==> src/rtl/radix16_ifft.sv <==
// radix16_ifft: serial 16-point inverse Fermat-number transform modulo 2^64+1.
// Loads a 16-word spectral block, evaluates one output word per 17-cycle
// CALC pass (1 pipeline fill + 16 terms) and streams the words out in order.
module radix16_ifft #(
    parameter int unsigned DATA_WIDTH = 64,
    parameter int unsigned RADIX      = 16
) (
    input  logic                  clk,
    input  logic                  rst,
    input  logic                  in_valid,
    output logic                  in_ready,
    input  logic [DATA_WIDTH:0]   in_data,
    output logic                  out_valid,
    input  logic                  out_ready,
    output logic [DATA_WIDTH:0]   out_data,
    output logic                  out_last,
    output logic                  busy
);

    localparam int unsigned W  = DATA_WIDTH;
    localparam int unsigned XW = DATA_WIDTH + 1;
    localparam int unsigned IW = $clog2(RADIX);

    // Modulus 2^W + 1 and the residue 2^W
    localparam logic [W:0] MOD   = {1'b1, {(W - 1){1'b0}}, 1'b1};
    localparam logic [W:0] TWO_W = {1'b1, {W{1'b0}}};

    // 2^124 = 16^-1 mod M; each j*k step removes one factor of omega = 2^8
    localparam logic [6:0] SHIFT_BASE = 7'd124;

    typedef enum logic [1:0] {
        ST_LOAD,
        ST_CALC,
        ST_EMIT
    } state_t;

    state_t          state_q, state_d;
    logic [IW-1:0]   kin_q, kin_d;
    logic [IW-1:0]   j_q, j_d;
    logic [IW:0]     cnt_q, cnt_d;
    logic [W:0]      acc_q, acc_d;
    logic [W:0]      term_q, term_d;
    logic [W:0]      out_data_q, out_data_d;
    logic [W:0]      buf_q [RADIX];
    logic [W:0]      buf_d [RADIX];

    logic [W:0]      in_word;
    logic [W:0]      x_sel;
    logic [IW-1:0]   m;
    logic [6:0]      s;
    logic [2*W-1:0]  prod;
    logic [W-1:0]    lo;
    logic [W-1:0]    hi;
    logic [W:0]      t_sub;
    logic [W:0]      term_new;
    logic [W+1:0]    acc_sum;
    logic [W:0]      acc_next;

    // Sanitise input: a set top bit means the residue 2^64, low bits ignored
    always_comb begin
        in_word = in_data[W] ? TWO_W : in_data;
    end

    // Term X_k * 2^s(j,k) mod M, folded as lo - hi with a sign flip for s >= 64
    always_comb begin
        x_sel = buf_q[cnt_q[IW-1:0]];
        m     = IW'(j_q * cnt_q[IW-1:0]);
        s     = SHIFT_BASE - {m, 3'b000};
        prod  = {{(W - 1){1'b0}}, x_sel} << s[5:0];
        lo    = prod[W-1:0];
        hi    = prod[2*W-1:W];
        if (lo >= hi) begin
            t_sub = {1'b0, lo - hi};
        end else begin
            t_sub = {1'b0, lo} + MOD - {1'b0, hi};
        end
        if (s[6] && (t_sub != '0)) begin
            term_new = MOD - t_sub;
        end else begin
            term_new = t_sub;
        end
    end

    // Modular accumulate of the registered term; one subtract suffices as both are < M
    always_comb begin
        acc_sum  = {1'b0, acc_q} + {1'b0, term_q};
        acc_next = XW'((acc_sum >= {1'b0, MOD}) ? (acc_sum - {1'b0, MOD}) : acc_sum);
    end

    // FSM next state, counters, buffer writes and output word capture
    always_comb begin
        state_d    = state_q;
        kin_d      = kin_q;
        j_d        = j_q;
        cnt_d      = cnt_q;
        acc_d      = acc_q;
        term_d     = term_q;
        out_data_d = out_data_q;
        buf_d      = buf_q;
        unique case (state_q)
            ST_LOAD: begin
                if (in_valid) begin
                    buf_d[kin_q] = in_word;
                    kin_d        = kin_q + IW'(1);
                    if (kin_q == IW'(RADIX - 1)) begin
                        state_d = ST_CALC;
                        j_d     = '0;
                        cnt_d   = '0;
                        acc_d   = '0;
                    end
                end
            end
            ST_CALC: begin
                // cnt 0 only fills term_q; cnt 1..16 add terms k = 0..15
                term_d = term_new;
                cnt_d  = cnt_q + (IW + 1)'(1);
                if (cnt_q != '0) begin
                    acc_d = acc_next;
                end
                if (cnt_q == (IW + 1)'(RADIX)) begin
                    state_d    = ST_EMIT;
                    out_data_d = acc_next;
                end
            end
            ST_EMIT: begin
                if (out_ready) begin
                    if (j_q != IW'(RADIX - 1)) begin
                        j_d     = j_q + IW'(1);
                        cnt_d   = '0;
                        acc_d   = '0;
                        state_d = ST_CALC;
                    end else begin
                        state_d = ST_LOAD;
                        kin_d   = '0;
                    end
                end
            end
            default: begin
                state_d = ST_LOAD;
            end
        endcase
    end

    // State and datapath registers, asynchronously cleared
    always_ff @(posedge clk or negedge rst) begin
        if (!rst) begin
            state_q    <= ST_LOAD;
            kin_q      <= '0;
            j_q        <= '0;
            cnt_q      <= '0;
            acc_q      <= '0;
            term_q     <= '0;
            out_data_q <= '0;
            for (int unsigned i = 0; i < RADIX; i++) begin
                buf_q[i] <= '0;
            end
        end else begin
            state_q    <= state_d;
            kin_q      <= kin_d;
            j_q        <= j_d;
            cnt_q      <= cnt_d;
            acc_q      <= acc_d;
            term_q     <= term_d;
            out_data_q <= out_data_d;
            buf_q      <= buf_d;
        end
    end

    assign in_ready  = (state_q == ST_LOAD);
    assign out_valid = (state_q == ST_EMIT);
    assign out_last  = (state_q == ST_EMIT) && (j_q == IW'(RADIX - 1));
    assign busy      = (state_q != ST_LOAD);
    assign out_data  = out_data_q;

endmodule
==> config.mk <==
export PLATFORM = sky130hd
export DESIGN_NAME = radix16_ifft
export DESIGN_NICKNAME = d
export VERILOG_FILES = /design/src/rtl/radix16_ifft.sv
export SDC_FILE = /design/constraint.sdc
export NUM_CORES = 2
export LEC_CHECK = 0
export ABC_CLOCK_PERIOD_IN_PS = 12400
export CAP_MARGIN = 10
export CORE_AREA = 2 2 500 502
export CTS_BUF_LIST = sky130_fd_sc_hd__clkbuf_16
export CTS_CLUSTER_DIAMETER = 80
export DETAILED_ROUTE_END_ITERATION = 8
export DIE_AREA = 0 0 502 504
export PLACE_DENSITY = 0.5
export SETUP_SLACK_MARGIN = 0.05
export SLEW_MARGIN = 20
export SYNTH_ARGS = -nofsm -noshare
export SYNTH_HDL_FRONTEND = slang
export SYNTH_SLANG_ARGS = --single-unit
==> constraint.sdc <==
create_clock -name clk -period 12.4 [get_ports clk]
set_input_delay 2.48 -clock clk [delete_from_list [all_inputs] [get_ports clk]]
set_output_delay 2.48 -clock clk [all_outputs]
set_load 0.02 [all_outputs]
==> flow_results.org <==
** Status
- Status :: complete, no violations

** Drt
- Number of detailed-routing iterations run before antenna repair :: 7
- Met2 WL post-DR :: 125000 um
- Final Routed Wirelength :: 277000 um
- DR vias :: 60900
- Highest metal layer with signal wires :: met5
- Average wire per cell in the routed design :: 24.2 um
- For this block, wires on met1 add up to 123000 um.
- For this block, the initial DRC count from the detailed router was 5386.
- The detail route stage leaves a number of antenna-violating nets equal to 0.
- Remaining design rule violation count :: 0
- Mean number of vias per cell :: 5.33
- The routed design uses 15100 um of met3 wire.

** Timing
- Setup violations remaining at the end of the flow were counted as 0.
- Slew @ Worst Pin :: 1.21 ns
- The routed design could run at a clock period as short as 10.63 ns.
- For this run, the top clock speed supported by timing is 94.1 MHz.
- Final period utilization :: 0.857
- Worst clock skew on the final layout :: 0.0728 ns
- Worst rel slew slack :: 0.183
- The total count of hold-check failures in the final report came to 0.
- RSZ-0062 raised after global routing :: false
- After routing, the total negative slack on setup checks comes to 0 ns.
- The number of slew-limit violations in the final report is 0.

** Synth
- When the netlist entered floorplanning its net count stood at 8467.
- After synthesis, the mean cell area works out to 9.07 um2.
- Number of flops mapped to enable cells by yosys :: 0
- Area of the mapped netlist :: 0.0739 mm2
- For this run, the number of Yosys warnings is 0.
- Counting flops and latches in the post-synthesis netlist gives 1250.
- After synthesis, the share of flip-flops with an asynchronous set or reset is 1.00.
- Sequential share of the synthesized area :: 0.423
- For this run, the leading register cell type out of synthesis is dfrtp_1.
- In this run, distinct cell masters in the synthesized netlist total 98.
- Counting every instance in the synthesized netlist gives 8149.

** Clocking
- The clock drives 1250 sinks.
- Clock insertion delay at the later pin of the skew report :: 0.83 ns
- TritonCTS clock tree :: done
- Count of cells resized by post-cts repair :: 0
- Count of hold buffers inserted by post-cts repair :: 0
- Clock-pin slew was measured on the worst setup and hold paths at 0.06 ns.
- Clock Tree Buf Depth :: 3
- TritonCTS created 145 clock buffers.
- Clock tree synthesis selected as its root buffer the cell clkbuf_16.
- Setup Buffers After CTS :: 0
- H-Tree Level Count :: 4

** Hold path
- The worst hold path belongs to the class flip-flop to flip-flop.
- Worst hold stages :: 2

** Finish
- Final #Nets :: 8291
- Number of filler cells placed in the layout :: 25500
- Synth-to-Final Area Change :: 12.5%
- Of the cells placed in the final design, the portion with a size suffix greater than 1 is 0.0933.

** Worst setup path
- Maximum net fanout on the critical path :: 30
- Data on the critical path arrives at its endpoint at 11.26 ns.
- Reg2reg path depth :: 29
- Most common cell type on the critical path :: buf_4
- STA classifies the critical path endpoint as a flip-flop.
- STA puts the critical path data required time at 13.03 ns.
- Kind of launch point of the worst setup path :: flip-flop
- For this run, the slowest stage of the critical path takes 0.84 ns.
- The critical path in this run is classified as flip-flop to flip-flop.
- Slowest library cell on the worst path :: dfrtp_4

** Floorplan
- Ports placed on the boundary :: 138
- Area of the die :: 0.253 mm2
- Initial cell density of the core :: 0.299
- Vertical extent of the die :: 504 um
- After floorplanning, the core was divided into 183 placement rows.
- The floorplan step set the die width to 502 um.
- The region available for standard cell placement spans 0.248 mm2.

** GRT
- Maximum number of pins on one net before global-route repair :: 193
- In the global route stage, overall resource usage came out at 0.215.
- Antenna violations before repair :: 5
- The via count of the first global-routing pass was 59500.
- The first global-routing pass estimated 409000 um of wire.
- After global routing the overflow that remains totals 0.

** Placed design
- The congestion estimate from routability-driven global placement came to 0.965.
- Half-perimeter wire length of the detailed placement result :: 200000 um
- Buffers on Ports :: 137

** Run
- Across the run, the number of max-cap violations was 0.
[cell usage in the layout (no fill, tap or decap), types with 53 or more instances in the layout]
| master | n |
|---|---|
| a21o_1 | 87 |
| a21oi_1 | 293 |
| a31oi_1 | 86 |
| and2_1 | 53 |
| buf_4 | 105 |
| clkbuf_16 | 146 |
| clkdlybuf4s50_1 | 135 |
| dfrtp_1 | 1246 |
| ha_1 | 198 |
| inv_1 | 266 |
| mux2_2 | 102 |
| mux2i_1 | 151 |
| mux4_2 | 224 |
| nand2_1 | 1607 |
| nand2b_1 | 110 |
| nand3_1 | 119 |
| nand4_1 | 55 |
| nor2_1 | 330 |
| nor3_1 | 94 |
| o21ai_0 | 1379 |
| xnor2_1 | 187 |
| xor2_1 | 96 |
[worst paths after layout]
path | start | end | slack [ns]
setup / recovery | cnt_q[0] | term_q[23] | 1.77
hold / removal | buf_q[640] | buf_q[640] | 0.47
setup reg to reg | cnt_q[0] | term_q[23] | 1.77
hold reg to reg | buf_q[640] | buf_q[640] | 0.47
max in group asynchronous | rst | buf_q[389] | 8.52
min in group asynchronous | rst | out_data[5] | 1.69
[layout make-up]
cell class	instances	area, um2	share of cell area
Timing Repair Buffer	257	2480	0.0298
Clock inverter	111	1030	0.0124
Sequential cell	1250	31300	0.376
Tap cell	3330	4170	0.0501
Clock buffer	146	3650	0.0439
Antenna cell	3	7.51	0.0000903
Inverter	242	908	0.0109
Multi-Input combinational cell	6077	39600	0.476
[flip-flops by register name (all words and copies together) (netlist names)]
signal / flops
buf_q: 1040
cnt_q: 5
kin_q: 4
j_q: 4
term_q: 65
out_data: 65
state_q: 2
acc_q: 65
[critical path, delay by kind of cell, from the launching register on]
kind / cells / cell delay (ns)
AO/OA/AOI/OAI: 13 / 4.27
AND/OR/NAND/NOR: 7 / 1.65
buffers and inverters: 4 / 1.28
multiplexers: 2 / 1.11
flip-flops: 1 / 0.84
adder cells (fa/ha/maj): 1 / 0.79
XOR/XNOR: 2 / 0.39
[metrics by stage]
step | setup WS (ns) | instance area [um2] | hold slack [ns] | utilization | instances
2_1_floorplan | 2.00 | 73900 | 0.442 | - | 8149
3_3_place_gp | 1.95 | 78400 | 0.456 | 0.317 | 11200
3_5_place_dp | 1.96 | 78400 | 0.465 | 0.317 | 11200
4_1_cts | 1.91 | 83100 | 0.478 | 0.336 | 11400
5_1_grt | 1.39 | 83100 | 0.488 | 0.336 | 11400
6_report | 1.77 | 83200 | 0.473 | 0.336 | 11400
[kinds of logic after synthesis]
family,share of synthesized area
DFF,0.423
muxes,0.104
buffers and inverters,0.0442
AOI/OAI and AO/OA,0.187
adders and majority gates,0.0471
xor gates and xnor gates,0.0338
and+or+nand+nor,0.161
[Yosys cell counts (110+ instances only)]
| library cell | n | area, um2 |
|---|---|---|
| mux2i_1 | 151 | 1510 |
| nand2_1 | 1627 | 6110 |
| inv_1 | 238 | 893 |
| o21ai_0 | 1383 | 6920 |
| nor2_1 | 331 | 1240 |
| nand2b_1 | 110 | 688 |
| ha_1 | 200 | 2500 |
| xnor2_1 | 188 | 1650 |
| mux4_2 | 224 | 5040 |
| dfrtp_1 | 1250 | 31300 |
| a21oi_1 | 293 | 1470 |
| nand3_1 | 119 | 596 |
| clkbuf_1 | 475 | 1780 |
[layer usage]
metal  track usage  vias to the layer above
li1              -                    28400
met1         0.293                    30100
met2         0.340                     1912
met3        0.0308                      494
met4        0.0945                        6
met5             0                        -
Power is not shown: default switching activity piles up to over one toggle a cycle in this logic, so the estimate is an artifact.
